`config.mk`:
```
export PLATFORM = sky130hd
export DESIGN_NAME = irq_priority_encoder
export DESIGN_NICKNAME = d
export VERILOG_FILES = /design/src/rtl/irq_priority_encoder.sv
export SDC_FILE = /design/constraint.sdc
export NUM_CORES = 1
export LEC_CHECK = 0
export BUFFER_PORTS_ARGS = -buffer_cell sky130_fd_sc_hd__clkbuf_2
export CORE_UTILIZATION = 46
export DETAILED_ROUTE_END_ITERATION = 8
export HOLD_SLACK_MARGIN = 0.02
export PLACE_DENSITY = 0.8
export SETUP_SLACK_MARGIN = 0.02
export SYNTH_ARGS = -nofsm -noshare
export SYNTH_HDL_FRONTEND = slang
export SYNTH_SLANG_ARGS = --single-unit
```
`constraint.sdc`:
```
create_clock -name clk -period 2.5 [get_ports clk]
set_clock_uncertainty 0.15 [all_clocks]
set_input_delay 0.125 -clock clk [delete_from_list [all_inputs] [get_ports clk]]
set_output_delay 0.125 -clock clk [all_outputs]
set_load 0.05 [all_outputs]
```
`src/rtl/irq_priority_encoder.sv`:
```
// ---------------------------------------------------------------------------
// irq_priority_encoder
//  N-input interrupt/event priority encoder with sticky request capture,
//  per-source masking and a valid/ready grant handshake. Fixed priority
//  (highest index wins) or round-robin selection by MODE.
//
//  Ports
//   clk        in   1   rising-edge clock
//   rst_n      in   1   asynchronous active-low reset
//   req        in   N   request lines; a high cycle sets pending[i]
//   mask       in   N   1 = source enabled; masked sources stay pending
//   out_idx    out  W   granted source index, meaningful while out_valid=1
//   out_valid  out  1   grant presented
//   out_ready  in   1   consumer accepts when out_valid && out_ready
//   pending    out  N   sticky pending vector (unmasked)
// ---------------------------------------------------------------------------
module irq_priority_encoder #(
   parameter  int unsigned N    = 8,
   parameter  int unsigned MODE = 0,
   localparam int unsigned W    = $clog2(N)
) (
   input  logic         clk,
   input  logic         rst_n,
   input  logic [N-1:0] req,
   input  logic [N-1:0] mask,
   output logic [W-1:0] out_idx,
   output logic         out_valid,
   input  logic         out_ready,
   output logic [N-1:0] pending
);

   localparam int unsigned WE = W + 1;

   typedef enum logic {
      ST_IDLE    = 1'b0,
      ST_PRESENT = 1'b1
   } state_t;

   state_t         r_state;
   logic [N-1:0]   r_pending;
   logic [W-1:0]   r_out_idx;
   logic           r_out_valid;
   logic [W-1:0]   r_rr_last;

   state_t         w_state_nxt;
   logic [N-1:0]   w_pending_nxt;
   logic [W-1:0]   w_out_idx_nxt;
   logic           w_out_valid_nxt;
   logic [W-1:0]   w_rr_last_nxt;

   logic           w_accept;
   logic [N-1:0]   w_clr;
   logic [N-1:0]   w_cand;
   logic           w_any;
   logic [W-1:0]   w_fixed_pick;
   logic [W-1:0]   w_rr_start;
   logic [2*N-1:0] w_cand2;
   logic [N-1:0]   w_rot;
   logic [W-1:0]   w_rot_off;
   logic [WE-1:0]  w_rr_sum;
   logic [W-1:0]   w_rr_pick;
   logic [W-1:0]   w_pick;

   // Capture/clear: clear of the accepted bit first, then a same-cycle request re-sets it
   always_comb begin
      w_accept      = r_out_valid & out_ready;
      w_clr         = '0;
      if (w_accept) begin
         w_clr = N'(1) << r_out_idx;
      end
      w_pending_nxt = (r_pending & ~w_clr) | req;
   end

   // Fixed priority: highest set candidate bit
   always_comb begin
      w_cand       = r_pending & mask;
      w_any        = |w_cand;
      w_fixed_pick = '0;
      for (int i = 0; i < int'(N); i++) begin
         if (w_cand[i]) begin
            w_fixed_pick = W'(i);
         end
      end
   end

   // Round-robin: rotate candidates so bit 0 is the first searched position,
   // find the lowest set bit, then map the offset back modulo N
   always_comb begin
      w_rr_start = (r_rr_last == W'(N - 1)) ? '0 : r_rr_last + W'(1);
      w_cand2    = {w_cand, w_cand};
      w_rot      = N'(w_cand2 >> w_rr_start);
      w_rot_off  = '0;
      for (int i = int'(N) - 1; i >= 0; i--) begin
         if (w_rot[i]) begin
            w_rot_off = W'(i);
         end
      end
      w_rr_sum = WE'(w_rr_start) + WE'(w_rot_off);
      if (w_rr_sum >= WE'(N)) begin
         w_rr_sum = w_rr_sum - WE'(N);
      end
      w_rr_pick = w_rr_sum[W-1:0];
      w_pick    = (MODE == 0) ? w_fixed_pick : w_rr_pick;
   end

   // Grant FSM: present one grant and hold it until accepted
   always_comb begin
      w_state_nxt     = r_state;
      w_out_idx_nxt   = r_out_idx;
      w_out_valid_nxt = r_out_valid;
      w_rr_last_nxt   = r_rr_last;
      case (r_state)
         ST_IDLE: begin
            if (w_any) begin
               w_out_idx_nxt   = w_pick;
               w_out_valid_nxt = 1'b1;
               w_state_nxt     = ST_PRESENT;
            end
         end
         ST_PRESENT: begin
            if (w_accept) begin
               w_out_valid_nxt = 1'b0;
               w_rr_last_nxt   = r_out_idx;
               w_state_nxt     = ST_IDLE;
            end
         end
         default: begin
            w_out_valid_nxt = 1'b0;
            w_state_nxt     = ST_IDLE;
         end
      endcase
   end

   // State and output registers
   always_ff @(posedge clk or negedge rst_n) begin
      if (!rst_n) begin
         r_state     <= ST_IDLE;
         r_pending   <= '0;
         r_out_idx   <= '0;
         r_out_valid <= 1'b0;
         r_rr_last   <= W'(N - 1);
      end else begin
         r_state     <= w_state_nxt;
         r_pending   <= w_pending_nxt;
         r_out_idx   <= w_out_idx_nxt;
         r_out_valid <= w_out_valid_nxt;
         r_rr_last   <= w_rr_last_nxt;
      end
   end

   assign out_idx   = r_out_idx;
   assign out_valid = r_out_valid;
   assign pending   = r_pending;

endmodule

```
Yosys cells after proc, flatten, opt, wreduce, memory -nomap -nowiden
Index checks and enable logic that the tools add are counted.
Widths: inputs -> output; s select.
{ "word_totals": {"elab_cells": 30, "out_inout_bits": 12, "register_bits": 13, "inputBits": 19} }
{ "classes": {"n_reduce_logical": 3, "eq_ne": 2, "shifts": 1, "muxes": 14, "bitwise": 6} }
{ "ops": {"columns": ["op", "count"], "rows": [
  ["$mux 3", 6],
  ["$and 8x8->8", 2],
  ["$mux 8", 1],
  ["$not 8->8", 1],
  ["$or 8x8->8", 1],
  ["$reduce_or 8->1", 1],
  ["$shl 1x3->8 const A", 1],
  ["$mux 1", 5],
  ["$pmux 1 s2", 2],
  ["$reduce_and 2->1", 2],
  ["$ne 2x1->1 const B", 1],
  ["$ne 2x2->1 const B", 1],
  ["$and 1x1->1", 1],
  ["$not 1->1", 1]
]} }

Depth between registers and ports, before layout
{ "depth": {"word_depth": 8, "mapped_depth": 4} }

Least setup slack after synthesis
OpenSTA, ideal clock, no wires.
{ "synth_path": {"path_kind": "flip-flop to flip-flop", "start": "register r_out_idx[0] (netlist: out_idx[0])", "end": "register r_pending[5] (netlist: pending[5])", "arrival_ns": 1.367, "path_stages_with_launch": 4, "slack_ns": 0.865, "setup_ns": 0.118, "synth_period_minus_slack_ns": 1.635, "cell_sequence": "dfrtp_1 > clkbuf_2 > or3b_1 > a21o_1"} }
{ "synth_via": {"elab_chain_len": 5} }
{ "synth_lines": {"columns": ["element", "line", "rtl"], "rows": [
  ["start: declaration", "41", "logic [W-1:0] r_out_idx;"],
  ["start signal: assignment", "145", "r_out_idx <= w_out_idx_nxt;"],
  ["$shl 1x3->8", "69", "w_clr = N'(1) << r_out_idx;"],
  ["$mux 8", "68", "if (w_accept) begin"],
  ["$not 8->8", "71", "w_pending_nxt = (r_pending & ~w_clr) | req;"],
  ["$and 8x8->8", "71", null],
  ["$or 8x8->8", "71", null],
  ["net w_pending_nxt[5]", "46", "logic [N-1:0] w_pending_nxt;"],
  ["end signal: assignment", "144", "r_pending <= w_pending_nxt;"],
  ["end: declaration", "40", "logic [N-1:0] r_pending;"]
]} }
The timed path passes the listed nets, and every way through them passes these cells.
A chain may end at the register's enable or synchronous reset.

Worst setup path in the final report
{ "layout_path": {"start": "input port mask[4]", "end": "register r_out_idx[0] (netlist: out_idx[0])"} }
{ "layout_via": {"elab_chain_len": 5, "elab_cells_between_ends": 7} }
{ "layout_lines": {"columns": ["element", "line", "rtl"], "rows": [
  ["start: declaration", "25", "input logic [N-1:0] mask,"],
  ["$and 8x8->8 *", "76", "w_cand = r_pending & mask;"],
  ["$mux 3 (4 in a row)", "80", "if (w_cand[i]) begin"]
]} }
Every way passes the cells marked *; elsewhere a longest branch is shown, timed or not.

==> summary.md <==
| Metric | Value |
|---|---|
| Core area | about 1200 sq um |
| Cell taking the most area after synthesis | dfrtp_1 |
| Die X | roughly 39 microns |
| Maximum vdd ir drop | approximately 0.71 mV |
| I/O pin cnt | 31 |
| Largest net degree at the start of global routing | 14 |
| Vias in the first global route | 534 |
| LEAKAGE | between 0.4 and 0.5 nW |
| Top FF cell, synth | dfrtp_1 |
| Finished Cell Area | just over 900 sq um |
| CTS Buf Count | 3 |
| RSZ-0062 raised after global routing | no |
| Slew at the pin closest to its max-slew limit | ~0.35 ns |
| Synth cell count leaders | 13 x dfrtp_1, 8 x a21o_1, 5 x nand2_1, 4 x a22oi_1, 4 x nor2_1 |
| Yosys cell types | 21 |
| Min Tclk post-route | approximately 1.5 ns |
| GR Util All Layers | between 20 and 25% |
| Gpl congestion | about 0.73 |
| Power density over the cells | between 900 and 1000 nW/um^2 |
| Root Buffer | clkbuf_4 |
| Clk sink count | 13 |
| Final period utilization | around three fifths |
| Post-synth EDFFs | 0 |
| Clock transition at the registers of the reported paths | roughly 0.08 ns |
| Post-synthesis cell area | 620.6 sq um |
| CTS H-tree depth | 1 |
| Nets | 120 |
| Routed vias/inst | ~5.5 |
| Slew Limit Fails | 0 |
| Total grt overflow | 0 |
| Ys async rst share | between 90% and 100% |
| Crit end category | flip-flop |
| DR WL/cell | 13.73 microns |
| Drt first pass iters | 4 |
| Cell Area, Placed | roughly 780 sq um |
| Synthesized instance count | 57 |
| Final setup fails | 0 |
| Die height | just under 40 microns |
| Post-CTS setup buffer count | 0 |
| Area Overhead vs Synth | 46.98% |
| Share of cells above drive strength 1 | 35.00% |
| Setup CP Type | input pin to flip-flop |
| Final core occ | 76.90% |
| Design Power | 0.8853 mW |
| Initial DRC Count | 16 |
| Final-report hold violation count | 0 |
| Detailed-route via count | 628 |
| # DRC | 0 |
| Post-route setup slack | 1.002 ns |
| Setup TNS Final | 0 ns |
| Cell count after placement | slightly below 100 |
| Starting Density | between 50% and 60% |
| Status | finished clean |
| Critical-path maximum fanout | 6 |
| CTS-repair resized insts | 0 |
| Die area | about 1500 sq um |
| Antenna violations before repair | 0 |
| Inserted Diodes | 0 |
| Fmax | roughly 670 MHz |
| Crit path arrival time | ~1.5 ns |
| Seq cells post-synth | 13 |
| Max-Cap Viols | 0 |
| YS warnings | 0 |
| CP required | 2.50 ns |
| Top cell type's share of synthesized area | 52.42% |
| Drt total wl | approximately 1600 microns |
| Detailed placer's ending HPWL | just over 1000 microns |
| Post-DRT Antenna Nets | 0 |
| Worst-Skew Late Latency | about 0.28 ns |
| Setup WS pre-CTS | ~1.1 ns |
| PortBufs | 30 |
| Rows | 12 |
| Slew HR | 76.65% |
| Layout Cells excl Fill | between 100 and 150 |
| Ranking of synthesized cells by area | dfrtp_1 52%, a21o_1 9.7%, a22oi_1 4.8% |
| Fin Hold WS | 0.03280 ns |
| Synth Area per Inst | 10.89 sq um |
| Syn_nets | 76 |
| First-pass GRT wire length | between 2000 and 2500 microns |
| Clock tree from TritonCTS | yes |
| Most frequent cell after synthesis | dfrtp_1 |
| Clk buf depth | 2 |
| Hold crit path type | input pin to flip-flop |
| Sequential share of the synthesized area | 52.42% |
| Worst setup SP type | input pin |
==> cell families after synthesis <==
| family | Yosys count | synth area share [%] |
|---|---|---|
| and+or+nand+nor | 20 | 18.15 |
| DFF | 13 | 52.42 |
| AOI/OAI and AO/OA | 22 | 27.42 |
| buffers and inverters | 2 | 2.016 |
==> worst max-delay path, cell delays in order <==
cell and delay, ns:
dlygate4sd3_1 0.54, clkbuf_2 0.11, a22oi_1 0.29, a41oi_2 0.25, nor2_1 0.14, a31oi_1 0.05
==> registers in the layout, summed over array words and instances, names as in the netlist <==
| signal | count |
|---|---|
| r_state | 1 |
| pending | 8 |
| out_valid | 1 |
| out_idx | 3 |
==> layer usage <==
layer | wire length [microns] | global-route usage, % | vias up
li1 | - | - | 303
met1 | 708 | 29.74 | 300
met2 | 767 | 39.58 | 20
met3 | 59 | 3.468 | 5
met4 | 29 | 15.52 | 0
met5 | 0 | 0 | -
==> placed cells by master (no fill, tap or decap), types with 2 or more instances in the layout <==
master and count:
clkbuf_2 30, dfrtp_1 13, dlygate4sd3_1 11, a21o_1 8, nand2_1 5, nor2_1 4, a22oi_1 4, nand2b_1 3
a31oi_1 3, clkbuf_4 3, or3b_1 2, nand3_1 2, nand3b_1 2
==> where the power goes <==
group	internal (mW)	switching [mW]	total [mW]
logic	0.127	0.264	0.391
registers	0.265	0.0951	0.360
clock network	0.0619	0.0719	0.134
==> path summary, 6_finish.rpt <==
check,startpoint,to,slack (ns),cells after the start
max,mask[4],out_idx[0]$_DFFE_PN0P_,1.00,6
min,mask[7],out_idx[0]$_DFFE_PN0P_,0.03,3
max reg2reg,pending[7]$_DFF_PN0_,out_idx[0]$_DFFE_PN0P_,1.03,4
min reg2reg,pending[1]$_DFF_PN0_,pending[1]$_DFF_PN0_,0.40,1
max in group asynchronous,rst_n,pending[7]$_DFF_PN0_,1.85,2
min in group asynchronous,rst_n,out_idx[1]$_DFFE_PN0P_,0.11,2
==> final cells by class <==
cell class,count,area (sq um)
multi-input combinational,42,282.8
fill,75,274.0
timing repair buffer,41,260.3
tap,14,17.52
sequential,13,325.3
clock buffer,4,26.28
==> repair_timing <==
| action | 4_1_cts | 5_1_grt |
|---|---|---|
| endpoints found under the setup margin | 0 | 0 |
| hold buffers | 11 | 0 |
| endpoints found under the hold margin | 23 | 0 |
Power figures use the tool's default switching activity.
